$ cat src/rtl/fp_share_pkg.sv
// Shared defaults and tag layout for arbiters that front a single pipelined FP unit.
// The tag carries the owning requester id in its upper bits and a per-requester sequence number below.
package fp_share_pkg;

  localparam int FP_W        = 64;
  localparam int NUM_REQ_DEF = 4;
  localparam int ID_W_DEF    = $clog2(NUM_REQ_DEF);
  localparam int SEQ_W_DEF   = 2;
  localparam int TAG_W_DEF   = ID_W_DEF + SEQ_W_DEF;
  localparam int MAX_OUT_DEF = 4;

  typedef struct packed {
    logic [ID_W_DEF-1:0]  id;
    logic [SEQ_W_DEF-1:0] seq;
  } share_tag_t;

endpackage

$ cat src/rtl/rr_arbiter.sv
// Combinational round-robin arbiter: picks the first eligible requester at or after ptr.
// The caller owns the pointer register and loads ptr_next each cycle.
module rr_arbiter #(
  parameter int N     = 4,
  parameter int PTR_W = (N > 1) ? $clog2(N) : 1
) (
  input  logic [N-1:0]     eligible,
  input  logic [PTR_W-1:0] ptr,
  input  logic             advance,
  output logic [N-1:0]     grant,
  output logic [PTR_W-1:0] grant_id,
  output logic [PTR_W-1:0] ptr_next
);

  logic             found;
  logic [PTR_W-1:0] idx;

  always_comb begin
    grant    = '0;
    grant_id = ptr;
    found    = 1'b0;
    idx      = '0;
    for (int k = 0; k < N; k++) begin
      idx = PTR_W'((int'(ptr) + k) % N);
      if (!found && eligible[idx]) begin
        found       = 1'b1;
        grant[idx]  = 1'b1;
        grant_id    = idx;
      end
    end
    ptr_next = ptr;
    if (advance && found) begin
      ptr_next = PTR_W'((int'(grant_id) + 1) % N);
    end
  end

endmodule

$ cat src/rtl/fp_add_share_arbiter.sv
// Shares one pipelined double adder among NUM_REQ requesters with per-requester credits,
// tag-based result routing back to the owner, and a sticky protocol-error flag.
module fp_add_share_arbiter
  import fp_share_pkg::*;
#(
  parameter int NUM_REQ = NUM_REQ_DEF,
  parameter int ID_W    = $clog2(NUM_REQ),
  parameter int SEQ_W   = SEQ_W_DEF,
  parameter int TAG_W   = ID_W + SEQ_W,
  parameter int MAX_OUT = MAX_OUT_DEF
) (
  input  logic                           clock,
  input  logic                           reset,
  input  logic [NUM_REQ-1:0]             req_valid,
  input  logic [NUM_REQ-1:0][FP_W-1:0]   req_a,
  input  logic [NUM_REQ-1:0][FP_W-1:0]   req_b,
  output logic [NUM_REQ-1:0]             req_ready,
  output logic [NUM_REQ-1:0]             resp_valid,
  output logic [FP_W-1:0]                resp_z,
  output logic [FP_W-1:0]                add_a,
  output logic [FP_W-1:0]                add_b,
  output logic                           add_valid,
  output logic [TAG_W-1:0]               add_tag,
  input  logic                           add_stall,
  input  logic                           add_done,
  input  logic [FP_W-1:0]                add_z,
  input  logic [TAG_W-1:0]               add_tag_out,
  output logic                           err
);

  // Counter must reach MAX_OUT, which may equal 2^SEQ_W.
  localparam int CNT_W = SEQ_W + 1;

  logic                           can_load;
  logic                           advance;
  logic [NUM_REQ-1:0]             eligible;
  logic [NUM_REQ-1:0]             grant;
  logic [ID_W-1:0]                grant_id;
  logic [ID_W-1:0]                rr_ptr;
  logic [ID_W-1:0]                rr_next;
  logic [NUM_REQ-1:0][CNT_W-1:0]  out_cnt;
  logic [NUM_REQ-1:0][SEQ_W-1:0]  seq_cnt;
  logic [NUM_REQ-1:0][SEQ_W-1:0]  rseq;
  logic [ID_W-1:0]                done_id;
  logic [SEQ_W-1:0]               done_seq;
  logic                           done_owned;

  assign can_load = !add_valid || !add_stall;

  always_comb begin
    eligible = '0;
    for (int i = 0; i < NUM_REQ; i++) begin
      eligible[i] = req_valid[i] && (out_cnt[i] < CNT_W'(MAX_OUT));
    end
  end

  rr_arbiter #(
    .N     (NUM_REQ),
    .PTR_W (ID_W)
  ) u_rr_arbiter (
    .eligible (eligible),
    .ptr      (rr_ptr),
    .advance  (advance),
    .grant    (grant),
    .grant_id (grant_id),
    .ptr_next (rr_next)
  );

  assign advance   = can_load && (|grant);
  assign req_ready = can_load ? grant : '0;

  assign done_id    = add_tag_out[TAG_W-1:SEQ_W];
  assign done_seq   = add_tag_out[SEQ_W-1:0];
  assign done_owned = add_done && (out_cnt[done_id] != '0);

  // Issue stage: the single register facing the adder, frozen while it stalls.
  always_ff @(posedge clock) begin
    if (reset) begin
      add_valid <= 1'b0;
      add_a     <= '0;
      add_b     <= '0;
      add_tag   <= '0;
      rr_ptr    <= '0;
      seq_cnt   <= '0;
    end else if (advance) begin
      add_valid         <= 1'b1;
      add_a             <= req_a[grant_id];
      add_b             <= req_b[grant_id];
      add_tag           <= {grant_id, seq_cnt[grant_id]};
      seq_cnt[grant_id] <= seq_cnt[grant_id] + 1'b1;
      rr_ptr            <= rr_next;
    end else if (can_load) begin
      add_valid <= 1'b0;
    end
  end

  // Response stage: one-cycle routing of adder results back to their owner.
  always_ff @(posedge clock) begin
    if (reset) begin
      resp_valid <= '0;
      resp_z     <= '0;
      rseq       <= '0;
      out_cnt    <= '0;
      err        <= 1'b0;
    end else begin
      resp_valid <= '0;
      if (add_done) begin
        rseq[done_id] <= rseq[done_id] + 1'b1;
        if (!done_owned || (done_seq != rseq[done_id])) begin
          err <= 1'b1;
        end
        if (done_owned) begin
          resp_valid[done_id] <= 1'b1;
          resp_z              <= add_z;
        end
      end
      // Accept and return on the same edge for one requester cancel out.
      for (int i = 0; i < NUM_REQ; i++) begin
        out_cnt[i] <= out_cnt[i]
                      + CNT_W'(advance && grant[i])
                      - CNT_W'(done_owned && (done_id == ID_W'(i)));
      end
    end
  end

endmodule
$ cat config.mk
export PLATFORM = sky130hd
export DESIGN_NAME = fp_add_share_arbiter
export DESIGN_NICKNAME = d
export VERILOG_FILES = /design/src/rtl/fp_share_pkg.sv /design/src/rtl/rr_arbiter.sv /design/src/rtl/fp_add_share_arbiter.sv
export SDC_FILE = /design/constraint.sdc
export NUM_CORES = 1
export LEC_CHECK = 0
export CORE_AREA = 3 3 304 306
export CTS_CLUSTER_SIZE = 10
export DETAILED_ROUTE_END_ITERATION = 7
export DIE_AREA = 0 0 307 309
export PLACE_DENSITY = 0.36
export SYNTH_ARGS = -nofsm -noshare
export SYNTH_HDL_FRONTEND = slang
export SYNTH_SLANG_ARGS = --single-unit
$ cat constraint.sdc
create_clock -name clock -period 8 [get_ports clock]
set_input_delay 2 -clock clock [delete_from_list [all_inputs] [get_ports clock]]
set_output_delay 2 -clock clock [all_outputs]
set_load 0.01 [all_outputs]
==> flow_summary_export.csv <==
group,metric,value,unit
cts,clk_path_buf_depth,3,
critical_path,ff2ff_path_depth,10,
synth,synth_top_family_by_area,"simple AND/OR/NAND/NOR gates",
cts,cts_setup_buffers,0,
synth,synthAdderAreaFrac,2.50,%
synth,synth_top_area_share,36.5,%
synth,async_flop_share,0,%
finish,fillCellCount,9981,
synth,synthMuxAreaShare,1.42,%
place,dpl.cell_count,3788,
sta,fin_worst_skew,30.6,ps
place,port_buffers,793,
detailed_routing,antenna_left,0,
cts,ctsHoldBuffers,0,
worst_hold_path,hold_class,"register to register",
die,die_w,307,um
finish,fin_nets,3260,
cts,numClockSinks,232,
detailed_routing,drtPass1Iterations,5,
finish,layout_common_cells,"792 x clkdlybuf4s50_1, 790 x nand2_1, 391 x nand3_1, 232 x dfxtp_1, 202 x a21oi_1",
finish,syn_to_final_growth,79.8,%
die,coreArea,0.0899,mm2
sta,min_period,7080,ps
sta,worst_pin_slew,1060,ps
sta,fin_setup_tns,0,ps
detailed_routing,wl,77800,um
critical_path,cp_num_buf_inv,3,
synth,synth_edf_count,0,
die,die_h,309,um
synth,synth_area_leaders,"dfxtp_1 37%, nand2_1 23%, nand3_1 15%",
place,place_congestion,0.848,
global_routing,grt_first_pass_wirelength,111000,um
critical_path,crit_family,"buffers and inverters",
run_status,status,"finished clean",
global_routing,grt_start_max_net_pins,170,
cts,cts_buffers,35,
cts,cts_tree,"yes",
cts,clock_latency,550,ps
sta,rsz0062_at_grt,"false",
critical_path,worstPathMaxFanout,10,
synth,synthCells,1966,
sta,finalSetupViolations,0,
critical_path,crit_path_cell_trace,"clkdlybuf4s50_1, nor2b_1, mux4_2, nor2b_1, a221o_1, a221oi_2, or2_1, inv_1, clkdlybuf4s50_1",
die,num_rows,110,
detailed_routing,drc,0,
worst_hold_path,whs_path_depth,2,
synth,yosys_register_bits,232,
synth,synthFlopType,"dfxtp_1",
die,die_area,0.0949,mm2
worst_hold_path,hp-start,"add_a[47]",
synth,syn_nets,2577,
critical_path,cpPeakStageDelay,530,ps
synth,ys_warn_count,0,
place,hpwl,57200,um
finish,regArea,0.00464,mm2
cts,h-tree-depth,2,
global_routing,grt_pass1_vias,16400,
critical_path,r2r_start,"rr_ptr[1]",
flow_run,max_cap_violations,0,
synth,synth_compound_area_share,9.96,%
finish,final_cells,3865,
sta,slew_headroom,29.0,%
global_routing,track_usage,15.5,%
detailed_routing,drt_iter0_markers,881,
sta,drv_slew,0,
synth,synth_area_per_cell,6.46,um2
power_and_ir_drop,power.density,372,mW/mm2
critical_path,r2r-end,"seq_cnt[6]",
synth,yosysTopAreaCell,"dfxtp_1",
critical_path,slowest_stage,"nor2b_1",
power_and_ir_drop,ir_worst_vdd,430,uV
sta,holdWs,450,ps
die,io_pins,794,
global_routing,antenna_found_initial,22,
detailed_routing,vias_per_cell,4.16,
synth,synth-seq-area-share,36.5,%
synth,synth_area,0.0127,mm2
critical_path,cp.arrival,5080,ps
sta,min_period_over_period,88.5,%
cts,cts_resized,0,
global_routing,grt_overflow,0,
critical_path,r2r_setup_slack,3350,ps
detailed_routing,num_vias,16100,
critical_path,end_kind,"output port",
sta,final-hold-violation-count,0,
die,start_util,14.1,%
synth,synth-xor-area-share,1.31,%
power_and_ir_drop,total_leakage_power,8.72,nW
finish,drive_gt1_share,3.37,%
synth,ys_types,41,
worst_hold_path,min_to,"add_a[47]",
critical_path,worstPathRequired,6000,ps
finish,mostFrequentLayoutCell,"clkdlybuf4s50_1",
finish,multi_input_area,0.00738,mm2
critical_path,worstSetupPathType,"primary input to output port",
sta,fmax,141,MHz
cts,cts_root_buffer,"clkbuf_16",
synth,yosys.area_share.simple,42.5,%
cts,clk_pin_slew,40,ps
detailed_routing,avgRoutedWirePerCell,20.1,um
critical_path,worstSetupStartpointType,"primary input",
cells in the mapped netlist, drive strengths merged, types with 2 or more instances:
cell     number
a2111oi       3
a21oi       202
a221o         4
a221oi        4
a311oi        4
a41oi         2
and2          8
buf          41
clkbuf      121
dfxtp       232
fa            4
ha           19
inv          18
mux2i         9
mux4          4
nand2       791
nand2b       10
nand3       392
nor2         30
nor2b        10
nor3         16
nor4          2
nor4b         3
o41ai         3
or2           4
or3           4
xnor2        11
xor2          8
area by class of cell:
cell class                 count  area share [%]
tap                         1176            6.44
multi-input combinational   1554            32.3
clock buffer                  51            4.45
sequential                   232            20.3
timing repair buffer         808            35.6
antenna                       16           0.175
clock inverter                10           0.411
inverter                      18           0.339
flip-flops by register name (all words and copies together), names as in the netlist:
name	flops
add_a	64
add_b	64
resp_z	64
out_cnt	12
rseq	8
seq_cnt	8
add_tag	4
resp_valid	4
rr_ptr	2
add_valid	1
err	1
layer usage:
metal / vias to the layer above / share of wire, % / global-route usage [%]
met5: - / 0.036 / 0
met1: 7429 / 39 / 17.3
met4: 4 / 3.4 / 5.74
li1: 7903 / - / -
met2: 614 / 49 / 27.4
met3: 112 / 8.3 / 5.15
worst register-to-register path, stage by stage (launching register included):
cell      delay (ps)
dfxtp_1          610
inv_1            270
ha_1             530
nand2b_1         120
nor4_1           850
or4_1            220
and2_4           430
buf_4            730
ha_1             450
a21oi_1           80
a311oi_1         270
kinds of logic (layout without fill, tap and decap cells):
logic type / after synthesis / count (layout)
simple gates: 1271 / 1271
other cells: 0 / 16
mux: 13 / 13
fa+ha+maj: 23 / 23
xor+xnor: 19 / 19
compound gates: 228 / 228
buf+inv: 180 / 887
flops: 232 / 232
report_power, final:
group,total (mW),switching (mW),internal [mW]
clock network,1.53,0.619,0.915
registers,1.66,0.182,1.48
logic,5.31,3.41,1.90
total,8.51,4.21,4.30
through the flow:
step	util, %	worst slack [ps]	instance area (um2)	power, mW
final	25.4	923	22900	8.51
after global routing	25.4	761	22800	9.28
after CTS	25.4	956	22800	8.77
after floorplan	-	2350	12700	4.82
after detailed placement	24.1	966	21700	7.15
after global placement	24.1	1130	21700	7.12
worst max path at each step:
| stage | startpoint | endpoint | depth (start not counted) |
|---|---|---|---|
| CTS | req_valid[0] | req_ready[2] | 9 |
| detailed placement | req_valid[0] | req_ready[2] | 9 |
| finish | req_valid[0] | req_ready[2] | 9 |
| floorplan | req_valid[0] | req_ready[2] | 8 |
| global route | req_valid[0] | req_ready[2] | 9 |
| global placement | req_valid[2] | req_ready[2] | 9 |
Note: power is estimated with default switching activity, not from simulation.
